$ cat src/rtl/mem_arbiter.sv
// mem_arbiter: shares one single-port, word-wide data memory between the
// instruction fetch port (I, read-only) and the load/store port (D).
// Subword stores become read-modify-write pairs; subword loads are extracted
// and extended here. Misaligned or out-of-range accesses fault without
// touching memory.
//
// state     | meaning
// ----------+---------------------------------------------------------
// IDLE      | arbitrate; the grant cycle drives the first memory access
// RD_WAIT   | read data returned on mem_rdata; ack the owner
// WR_DONE   | store complete; ack D
// RMW_MERGE | old word on mem_rdata; write back with the lane replaced
// FAULT_ACK | ack the owner with fault=1, rdata=0
module mem_arbiter #(
  parameter int unsigned MEM_SIZE     = 64000,
  parameter int unsigned STARVE_LIMIT = 4
) (
  input  logic        clk,
  input  logic        reset,
  input  logic        i_req,
  input  logic [31:0] i_addr,
  output logic        i_ack,
  output logic [31:0] i_rdata,
  output logic        i_fault,
  input  logic        d_req,
  input  logic        d_write,
  input  logic [1:0]  d_size,
  input  logic        d_signed,
  input  logic [31:0] d_addr,
  input  logic [31:0] d_wdata,
  output logic        d_ack,
  output logic [31:0] d_rdata,
  output logic        d_fault,
  output logic        mem_enable,
  output logic        mem_write,
  output logic [31:0] mem_address,
  output logic [31:0] mem_wdata,
  input  logic [31:0] mem_rdata
);

  typedef enum logic [2:0] {IDLE, RD_WAIT, WR_DONE, RMW_MERGE, FAULT_ACK} state_t;

  state_t      state, state_nxt;
  logic        own_i;
  logic [3:0]  starve_cnt;
  logic        grant_i, grant_d;
  logic        i_bad, d_bad;
  logic [31:0] i_aligned, d_aligned;
  logic [4:0]  lane_shift;
  logic [31:0] shifted, load_ext, merged;
  logic [31:0] i_rdata_q, d_rdata_q;
  logic        i_fault_q, d_fault_q;

  // The last byte of the aligned word must lie inside the memory.
  function automatic logic out_of_range(input logic [31:0] a);
    logic [32:0] last;
    last = {1'b0, a[31:2], 2'b00} + 33'd3;
    return last > 33'(MEM_SIZE - 1);
  endfunction

  assign i_aligned = {i_addr[31:2], 2'b00};
  assign d_aligned = {d_addr[31:2], 2'b00};
  assign i_bad     = (i_addr[1:0] != 2'b00) || out_of_range(i_addr);
  assign d_bad     = (d_size == 2'd3) ||
                     (d_size == 2'd1 && d_addr[0]) ||
                     (d_size == 2'd2 && d_addr[1:0] != 2'b00) ||
                     out_of_range(d_addr);

  // Byte lane of a subword access, as a bit shift (little-endian)
  assign lane_shift = (d_size == 2'd0) ? {d_addr[1:0], 3'b000} : {d_addr[1], 4'b0000};
  assign shifted    = mem_rdata >> lane_shift;

  // Subword load extraction and sign/zero extension
  always_comb begin
    case (d_size)
      2'd0:    load_ext = {{24{d_signed & shifted[7]}}, shifted[7:0]};
      2'd1:    load_ext = {{16{d_signed & shifted[15]}}, shifted[15:0]};
      default: load_ext = mem_rdata;
    endcase
  end

  // Replace the addressed lane of the old word with the store data
  always_comb begin
    if (d_size == 2'd0)
      merged = (mem_rdata & ~(32'h0000_00FF << lane_shift)) |
               ({24'd0, d_wdata[7:0]} << lane_shift);
    else
      merged = (mem_rdata & ~(32'h0000_FFFF << lane_shift)) |
               ({16'd0, d_wdata[15:0]} << lane_shift);
  end

  // Arbitration: D by default, I when alone or when D has starved it.
  // Gated by reset so nothing is granted while reset is held.
  always_comb begin
    grant_i = 1'b0;
    grant_d = 1'b0;
    if (reset && state == IDLE) begin
      if (i_req && (!d_req || starve_cnt == 4'(STARVE_LIMIT)))
        grant_i = 1'b1;
      else if (d_req)
        grant_d = 1'b1;
    end
  end

  // State, ownership, starvation counter and held result registers
  always_ff @(posedge clk or negedge reset) begin
    if (!reset) begin
      state      <= IDLE;
      own_i      <= 1'b0;
      starve_cnt <= 4'd0;
      i_rdata_q  <= 32'd0;
      i_fault_q  <= 1'b0;
      d_rdata_q  <= 32'd0;
      d_fault_q  <= 1'b0;
    end else begin
      state <= state_nxt;
      if (grant_i)
        own_i <= 1'b1;
      else if (grant_d)
        own_i <= 1'b0;
      if (!i_req || grant_i)
        starve_cnt <= 4'd0;
      else if (grant_d)
        starve_cnt <= starve_cnt + 4'd1;
      if (i_ack) begin
        i_rdata_q <= i_rdata;
        i_fault_q <= i_fault;
      end
      if (d_ack) begin
        d_rdata_q <= d_rdata;
        d_fault_q <= d_fault;
      end
    end
  end

  // Next-state decision
  always_comb begin
    state_nxt = state;
    case (state)
      IDLE: begin
        if (grant_i)
          state_nxt = i_bad ? FAULT_ACK : RD_WAIT;
        else if (grant_d) begin
          if (d_bad)
            state_nxt = FAULT_ACK;
          else if (!d_write)
            state_nxt = RD_WAIT;
          else if (d_size == 2'd2)
            state_nxt = WR_DONE;
          else
            state_nxt = RMW_MERGE;
        end
      end
      RMW_MERGE: state_nxt = WR_DONE;
      RD_WAIT, WR_DONE, FAULT_ACK: state_nxt = IDLE;
      default: state_nxt = IDLE;
    endcase
  end

  // Memory strobes, acks and result outputs per state
  always_comb begin
    mem_enable  = 1'b0;
    mem_write   = 1'b0;
    mem_address = 32'd0;
    mem_wdata   = 32'd0;
    i_ack       = 1'b0;
    d_ack       = 1'b0;
    i_rdata     = i_rdata_q;
    i_fault     = i_fault_q;
    d_rdata     = d_rdata_q;
    d_fault     = d_fault_q;
    case (state)
      IDLE: begin
        if (grant_i && !i_bad) begin
          mem_enable  = 1'b1;
          mem_address = i_aligned;
        end else if (grant_d && !d_bad) begin
          mem_enable  = 1'b1;
          mem_address = d_aligned;
          if (d_write && d_size == 2'd2) begin
            mem_write = 1'b1;
            mem_wdata = d_wdata;
          end
        end
      end
      RD_WAIT: begin
        if (own_i) begin
          i_ack   = 1'b1;
          i_rdata = mem_rdata;
          i_fault = 1'b0;
        end else begin
          d_ack   = 1'b1;
          d_rdata = load_ext;
          d_fault = 1'b0;
        end
      end
      RMW_MERGE: begin
        mem_enable  = 1'b1;
        mem_write   = 1'b1;
        mem_address = d_aligned;
        mem_wdata   = merged;
      end
      WR_DONE: begin
        d_ack   = 1'b1;
        d_rdata = 32'd0;
        d_fault = 1'b0;
      end
      FAULT_ACK: begin
        if (own_i) begin
          i_ack   = 1'b1;
          i_rdata = 32'd0;
          i_fault = 1'b1;
        end else begin
          d_ack   = 1'b1;
          d_rdata = 32'd0;
          d_fault = 1'b1;
        end
      end
      default: ;
    endcase
  end

endmodule

$ cat config.mk
export PLATFORM = sky130hd
export DESIGN_NAME = mem_arbiter
export DESIGN_NICKNAME = d
export VERILOG_FILES = /design/src/rtl/mem_arbiter.sv
export SDC_FILE = /design/constraint.sdc
export NUM_CORES = 1
export LEC_CHECK = 0
export BUFFER_PORTS_ARGS = -buffer_cell sky130_fd_sc_hd__buf_2
export CORE_UTILIZATION = 30
export CTS_CLUSTER_SIZE = 20
export DETAILED_ROUTE_END_ITERATION = 10
export PLACE_DENSITY_LB_ADDON = 0.25
export SKIP_CTS_REPAIR_TIMING = 1
export SLEW_MARGIN = 20
export SYNTH_ARGS = -nofsm -noshare
export SYNTH_HDL_FRONTEND = slang
export SYNTH_SLANG_ARGS = --single-unit
$ cat constraint.sdc
create_clock -name clk -period 3.4 [get_ports clk]
set_input_delay 0.51 -clock clk [delete_from_list [all_inputs] [get_ports clk]]
set_output_delay 0.51 -clock clk [all_outputs]
set_load 0.02 [all_outputs]
Yosys cells after proc, flatten, opt, wreduce, memory -nomap -nowiden
Index checks and enable logic that the tools add are counted.

storage, ports and cells
  register bits = 74
  output and inout bits = 134
  memory bits (read-only) = 0
  input bits = 136
  latch bits = 0
  RAM bits = 0
  memories = 0
  logic and storage cells = 107

cells by class
  multiplexer cells = 49
  $lt $le $gt $ge = 2
  div/mod/pow operators = 0
  shift operators = 5
  multipliers = 0
  add/subtract/negate cells = 3
  reduce and logical (&&, ||, !) cells = 24
  bitwise logic cells = 8
  equal/unequal tests = 9

operator list
  operator                                                         count
  2-to-1 mux 32 bit                                                10
  one-hot mux 32 bit (2 select lines)                              4
  one-hot mux 32 bit (3 select lines)                              1
  adder 32 x 2 -> 33 bit, second input constant                    2
  greater-than comparator 33 x 16 -> 1 bit, second input constant  2
  bitwise AND 32 bit                                               2
  NOT 32 bit                                                       2
  OR 32 bit                                                        2
  left shift 16 x 5 -> 32 bit                                      1
  left shift 16 x 5 -> 32 bit, first input constant                1
  left shift 8 x 5 -> 32 bit                                       1
  left shift 8 x 5 -> 32 bit, first input constant                 1
  >> shifter 32 x 5 -> 16 bit                                      1
  2-to-1 mux 1 bit                                                 20
  2-to-1 mux 3 bit                                                 4
  2-to-1 mux 4 bit                                                 3
  one-hot mux 1 bit (2 select lines)                               4
  nonzero test 2 bit                                               4
  logical AND 1 bit                                                7
  equality test 3 x 2 -> 1 bit, second input constant              2
  logical OR 1 bit                                                 6
  one-hot mux 3 bit (2 select lines)                               1
  adder 4 x 1 -> 4 bit, second input constant                      1
  equality test 2 bit, second input constant                       2
  other kinds (12)                                                 16

Depth between registers and ports, before layout
  depth in word-level cells = 10
  mapped depth = 9
  gate-level depth less buffers = 6

Worst setup path before layout
Ideal clock, no wire load.

  path type = input to output
  from = in d_size[1]
  to = out d_rdata[16]
  required time = 2.890 ns
  path slack = 0.589 ns
  buffers on the path = 3
  data arrival time = 2.301 ns
  cell stages on the path = 8
  cell sequence = buf_2 -> or3b_1 -> buf_4 -> clkinv_4 -> mux4_2 -> nand4_4 -> buf_2 -> nand3_1

on the way
  cells in the longest elaborated chain, start to end = 7
  elaborated cells on any way between the ends = 9
  those cells by class = 1 x eq/ne; 1 x shift; 4 x mux; 2 x bitwise; 1 x reduce/logical

RTL lines
  what                                         line    source
  start: declaration                           27      input logic [1:0] d_size,
  logical NOT 2 bit                            70, 75
  2-to-1 mux 4 bit                             70      assign lane_shift = (d_size == 2'd0) ? {d_addr[1:0], 3'b000} : {d_addr[1], 4'b0000};
  >> shifter 32 x 5 -> 16 bit                  71      assign shifted = mem_rdata >> lane_shift;
  bitwise AND 1 bit, on equally long branches  77, 76
  one-hot mux 32 bit (2 select lines) *        75      case (d_size)
  2-to-1 mux 32 bit *                          187     if (own_i) begin
  one-hot mux 32 bit (3 select lines) *        172     case (state)
  end: declaration                             32      output logic [31:0] d_rdata,

Mark *: on every way between the ends. The rest lies on a longest branch, timed or not.

Worst setup path after layout
  from = reg state[1]
  to = out mem_wdata[5]

on the way
  cells in the longest elaborated chain, start to end = 7
  elaborated cells on any way between the ends = 10
  those cells by class = 1 x eq/ne; 5 x mux; 4 x reduce/logical

RTL lines
  what                                   line     source
  start: declaration                     43       state_t state, state_nxt;
  start signal: assignment               116      state <= state_nxt;
  logical NOT 3 bit                      97, 172
  logical AND 1 bit                      97       if (reset && state == IDLE) begin
  2-to-1 mux 1 bit                       97
  logical AND 1 bit                      177      end else if (grant_d && !d_bad) begin
  2-to-1 mux 32 bit                      177
  2-to-1 mux 32 bit                      174      if (grant_i && !i_bad) begin
  one-hot mux 32 bit (2 select lines) *  172
  end: declaration                       37       output logic [31:0] mem_wdata,

Marks and branches as above.

==> results.txt <==
For the HPWL after detailed placement, the log shows 17910 um. For the critical path data required time, the log shows 2.89 ns. Measured against its own limit, the worst slew margin works out to 39.84%. Compared with the post-synthesis result, the final layout area differs by 35.22%. The tools report the final worst-path setup slack as 0.1796 ns. At the pin with the least slew margin, the transition time is 0.8955 ns. The row count is 48, and the number of pins exceeding their max-slew limit in the final report is 0. Setup repair after global routing left no endpoint under its margin.

The total setup violations reported at the end of the flow came out at 0. The detailed router placed 6083 vias in this run. Counting every instance in the synthesized netlist gives 630. In this run the mean area of a mapped cell was 8.369 um^2. The critical path startpoint category was a flop.

After detailed routing, the number of remaining DRC violations is 0. The flip-flop and latch count after synthesis is 74, and the global-route wire length before repair is 32950 um. Buffers placed on the I/O ports in this run total 267.

Buffer type at the clock tree root: sky130_fd_sc_hd__clkbuf_16. STA classifies the critical path endpoint as a primary output. The run gives 0.8522 as the final weighted congestion of routability-driven global placement. For the routed wire length, the log shows 22950 um. The tools report the number of global-route vias before repair as 5592. The power per cell area is 331.6 nW/um^2.

Insertion delay to the later sink of the worst-skew pair: 0.35 ns. The count of non-filler cells in the finished layout came out at 1102. The flow ran to the end, and the final reports show no timing, DRC or antenna violations. The number of detailed-route iterations in the first pass is 5, and the fraction of registers with async set/reset is 100.0%. After routing, the total negative slack on setup checks comes to 0 ns. The final cell area excluding filler cells came out at 7129 um^2. The core outline area came out at 17240 um^2. The worst-case setup slack after placement was 0.1458 ns; the total congestion overflow after global routing was 0. In this run the worst hold path is classified as input port to async pin. Clock tree synthesis inserted a total of 9 buffers. The analysis attributes to cell leakage a power of 3.735 nW.

Data arrives at the worst endpoint at 2.71 ns. After the last flow step, the layout net total stands at 1013. The clock drives 74 sinks. The logs give 18110 um^2 for the area enclosed by the die boundary and 0 for the final hold violation count. Once the floorplan was initialized, standard cells occupied 30.59% of the core.

The post-route fraction of the period consumed by the critical path is 94.72%, and the number of routed nets with antenna violations is 0. The classification of the worst setup path is flop to primary output. In this run the number of H-tree levels came out at 3. After detailed routing, the average wire length per cell comes to 20.82 um. The chip height is 134.6 um, and the final setup skew is 0.008337 ns. Portion of the post-synthesis area used by sequential elements: 35.12%. The combined global-route utilization of all metal layers was 24.96%; the minimum clock period was 3.220 ns. The top fanout value on the critical path works out to 10. The largest individual stage delay along the critical path comes from the cell sky130_fd_sc_hd__dfrtp_1. The tool flagged a number of max-cap violations equal to 0. Cells with a size suffix above 1 make up 36.46% of the layout.

Most area-hungry cell type in the Yosys netlist: sky130_fd_sc_hd__dfrtp_1. The achievable frequency was 310.5 MHz. The floorplan step set the die width to 134.6 um. In the routed layout, each cell is associated on average with a via count of 5.520. Counting along the longest clock path gives a buffer depth of 2. For the combined area of all synthesized cells, the log shows 5273 um^2. Fill cells in the final layout number 1812. The highest cell delay on the worst timing path works out to 0.55 ns.

The most instantiated flip-flop cell in the synthesis netlist was sky130_fd_sc_hd__dfrtp_1. Area share of the largest cell type after synthesis: 35.12%. TritonCTS built the clock tree.

The yosys synthesis warning count came out at 0. Once placement finished, the instance area stood at 6771 um^2. The critical path goes through nor4b_4, and3_1, nand3_1, o21ai_1, buf_2. The tools report the worst voltage drop across the vdd grid as 0.2492 mV. The initial antenna violation count is 2. Clock-pin slew was measured on the worst setup and hold paths at 0.06 ns. Entering global routing, the biggest net connects 100 pins. Final hold analysis gives a worst-case slack of 0.2471 ns. After detailed placement, the design holds a cell count of 1084. In this run, the number of DRC markers left after iteration 0 of detailed routing was 399. In this run, synthesis inferred 0 flip-flops with an integrated enable. In the post-synthesis netlist, the biggest area contributors are sky130_fd_sc_hd__dfrtp_1 (35%), sky130_fd_sc_hd__nand2_1 (7.2%), sky130_fd_sc_hd__o21ai_0 (7.0%).

For the top-level port count, the log shows 270. The count of distinct cell types in the synthesized netlist is 57.
## synth_stat cells (all sizes together), types with 4 or more instances
cell type	count
clkbuf	29
and3	11
and2	17
nand3	37
a221oi	16
mux2i	10
nand4	5
a32o	14
nor2	13
buf	28
a32oi	9
a21oi	8
nand2b	11
inv	11
o21ai	101
a22o	16
o2bb2ai	24
nand2	101
dfrtp	74
a22oi	26
nor4	9
nor3b	9
ha	6
nor2b	4
mux2	4
## metal layers
layer  GRT usage [%]  routed length [um]  vias up
li1                -                   -     2847
met1           29.18                9205     2887
met2           43.29               11200      312
met3           6.344                1835       37
met4           10.55                 703        0
met5               0                   0        -
## cells by family after synthesis
kind of cell	after synthesis	synth area share (%)
AOI/OAI and AO/OA	224	29.07
xor gates and xnor gates	4	0.6646
adders and majority gates	6	1.424
buffers and inverters	69	6.383
DFF	74	35.12
muxes	16	3.607
other	1	0.07112
and+or+nand+nor	236	23.66
## layout by cell type (no fill, tap or decap), drive strengths merged, types with 3 or more instances in the layout
master / netlist / routed
inv: 11 / 12
a22oi: 26 / 26
a32oi: 9 / 9
xor2: 3 / 3
nor3b: 9 / 9
a221oi: 16 / 16
nor2b: 4 / 4
clkinvlp: 0 / 3
a32o: 14 / 14
buf: 28 / 286
ha: 6 / 6
and2: 17 / 17
nand2b: 11 / 11
mux2i: 10 / 10
nand4: 5 / 5
nand2: 101 / 101
a21oi: 8 / 8
nor4b: 3 / 3
dfrtp: 74 / 74
clkbuf: 29 / 9
or3: 3 / 3
o2bb2ai: 24 / 24
o21ai: 101 / 101
and3: 11 / 11
nor2: 13 / 13
mux2: 4 / 4
nand3: 37 / 37
nor4: 9 / 9
a22o: 16 / 16
## power breakdown
| part | switching [W] | internal (W) |
|---|---|---|
| Sequential | 0.0000135 | 0.000898 |
| Combinational | 0.000268 | 0.000141 |
| Clock | 0.000403 | 0.000641 |
## state kept, by name, summed over array words and instances, names as in the netlist
name	cells
d_fault_q	1
d_rdata_q	32
i_fault_q	1
i_rdata_q	32
own_i	1
starve_cnt	4
state	3
## critical path: cells and delay by family (launching register included)
kind | cells | cell delay (ns)
AND/OR/NAND/NOR | 3 | 1.29
flip-flops | 1 | 0.55
AO/OA/AOI/OAI | 1 | 0.32
buffers and inverters | 1 | 0.20
## stage by stage
| step | power [W] | utilization [%] |
|---|---|---|
| 3_5_place_dp | 0.001335 | 39.29 |
| 6_report | 0.002364 | 41.36 |
| 3_3_place_gp | 0.001334 | 39.29 |
| 2_1_floorplan | 0.001104 | - |
| 4_1_cts | 0.002385 | 41.12 |
| 5_1_grt | 0.002444 | 41.35 |
## area by class of cell
| cell class | count | area (um^2) | area share (%) |
|---|---|---|---|
| diodes | 2 | 5.005 | 0.07020 |
| multi-input cells | 488 | 3118 | 43.73 |
| well taps | 225 | 281.5 | 3.949 |
| repair buffers | 286 | 1506 | 21.13 |
| clock buffers | 9 | 225.2 | 3.159 |
| inverters | 12 | 50.05 | 0.7020 |
| flip-flops and latches | 74 | 1852 | 25.97 |
| clock inverters | 6 | 91.34 | 1.281 |
## worst paths after layout
check                        startpoint           end  slack [ns]  depth (start not counted)
max                            state[1]  mem_wdata[5]        0.18                          5
max in group asynchronous         reset      state[0]        2.16                          3
min reg2reg                d_rdata_q[1]  d_rdata_q[1]        0.47                          2
max reg2reg                    state[1]      state[0]        1.21                          4
min in group clk                d_write      state[1]        0.43                          3
min                               reset  d_rdata_q[0]        0.25                          2
Power figures use the tool's default switching activity.
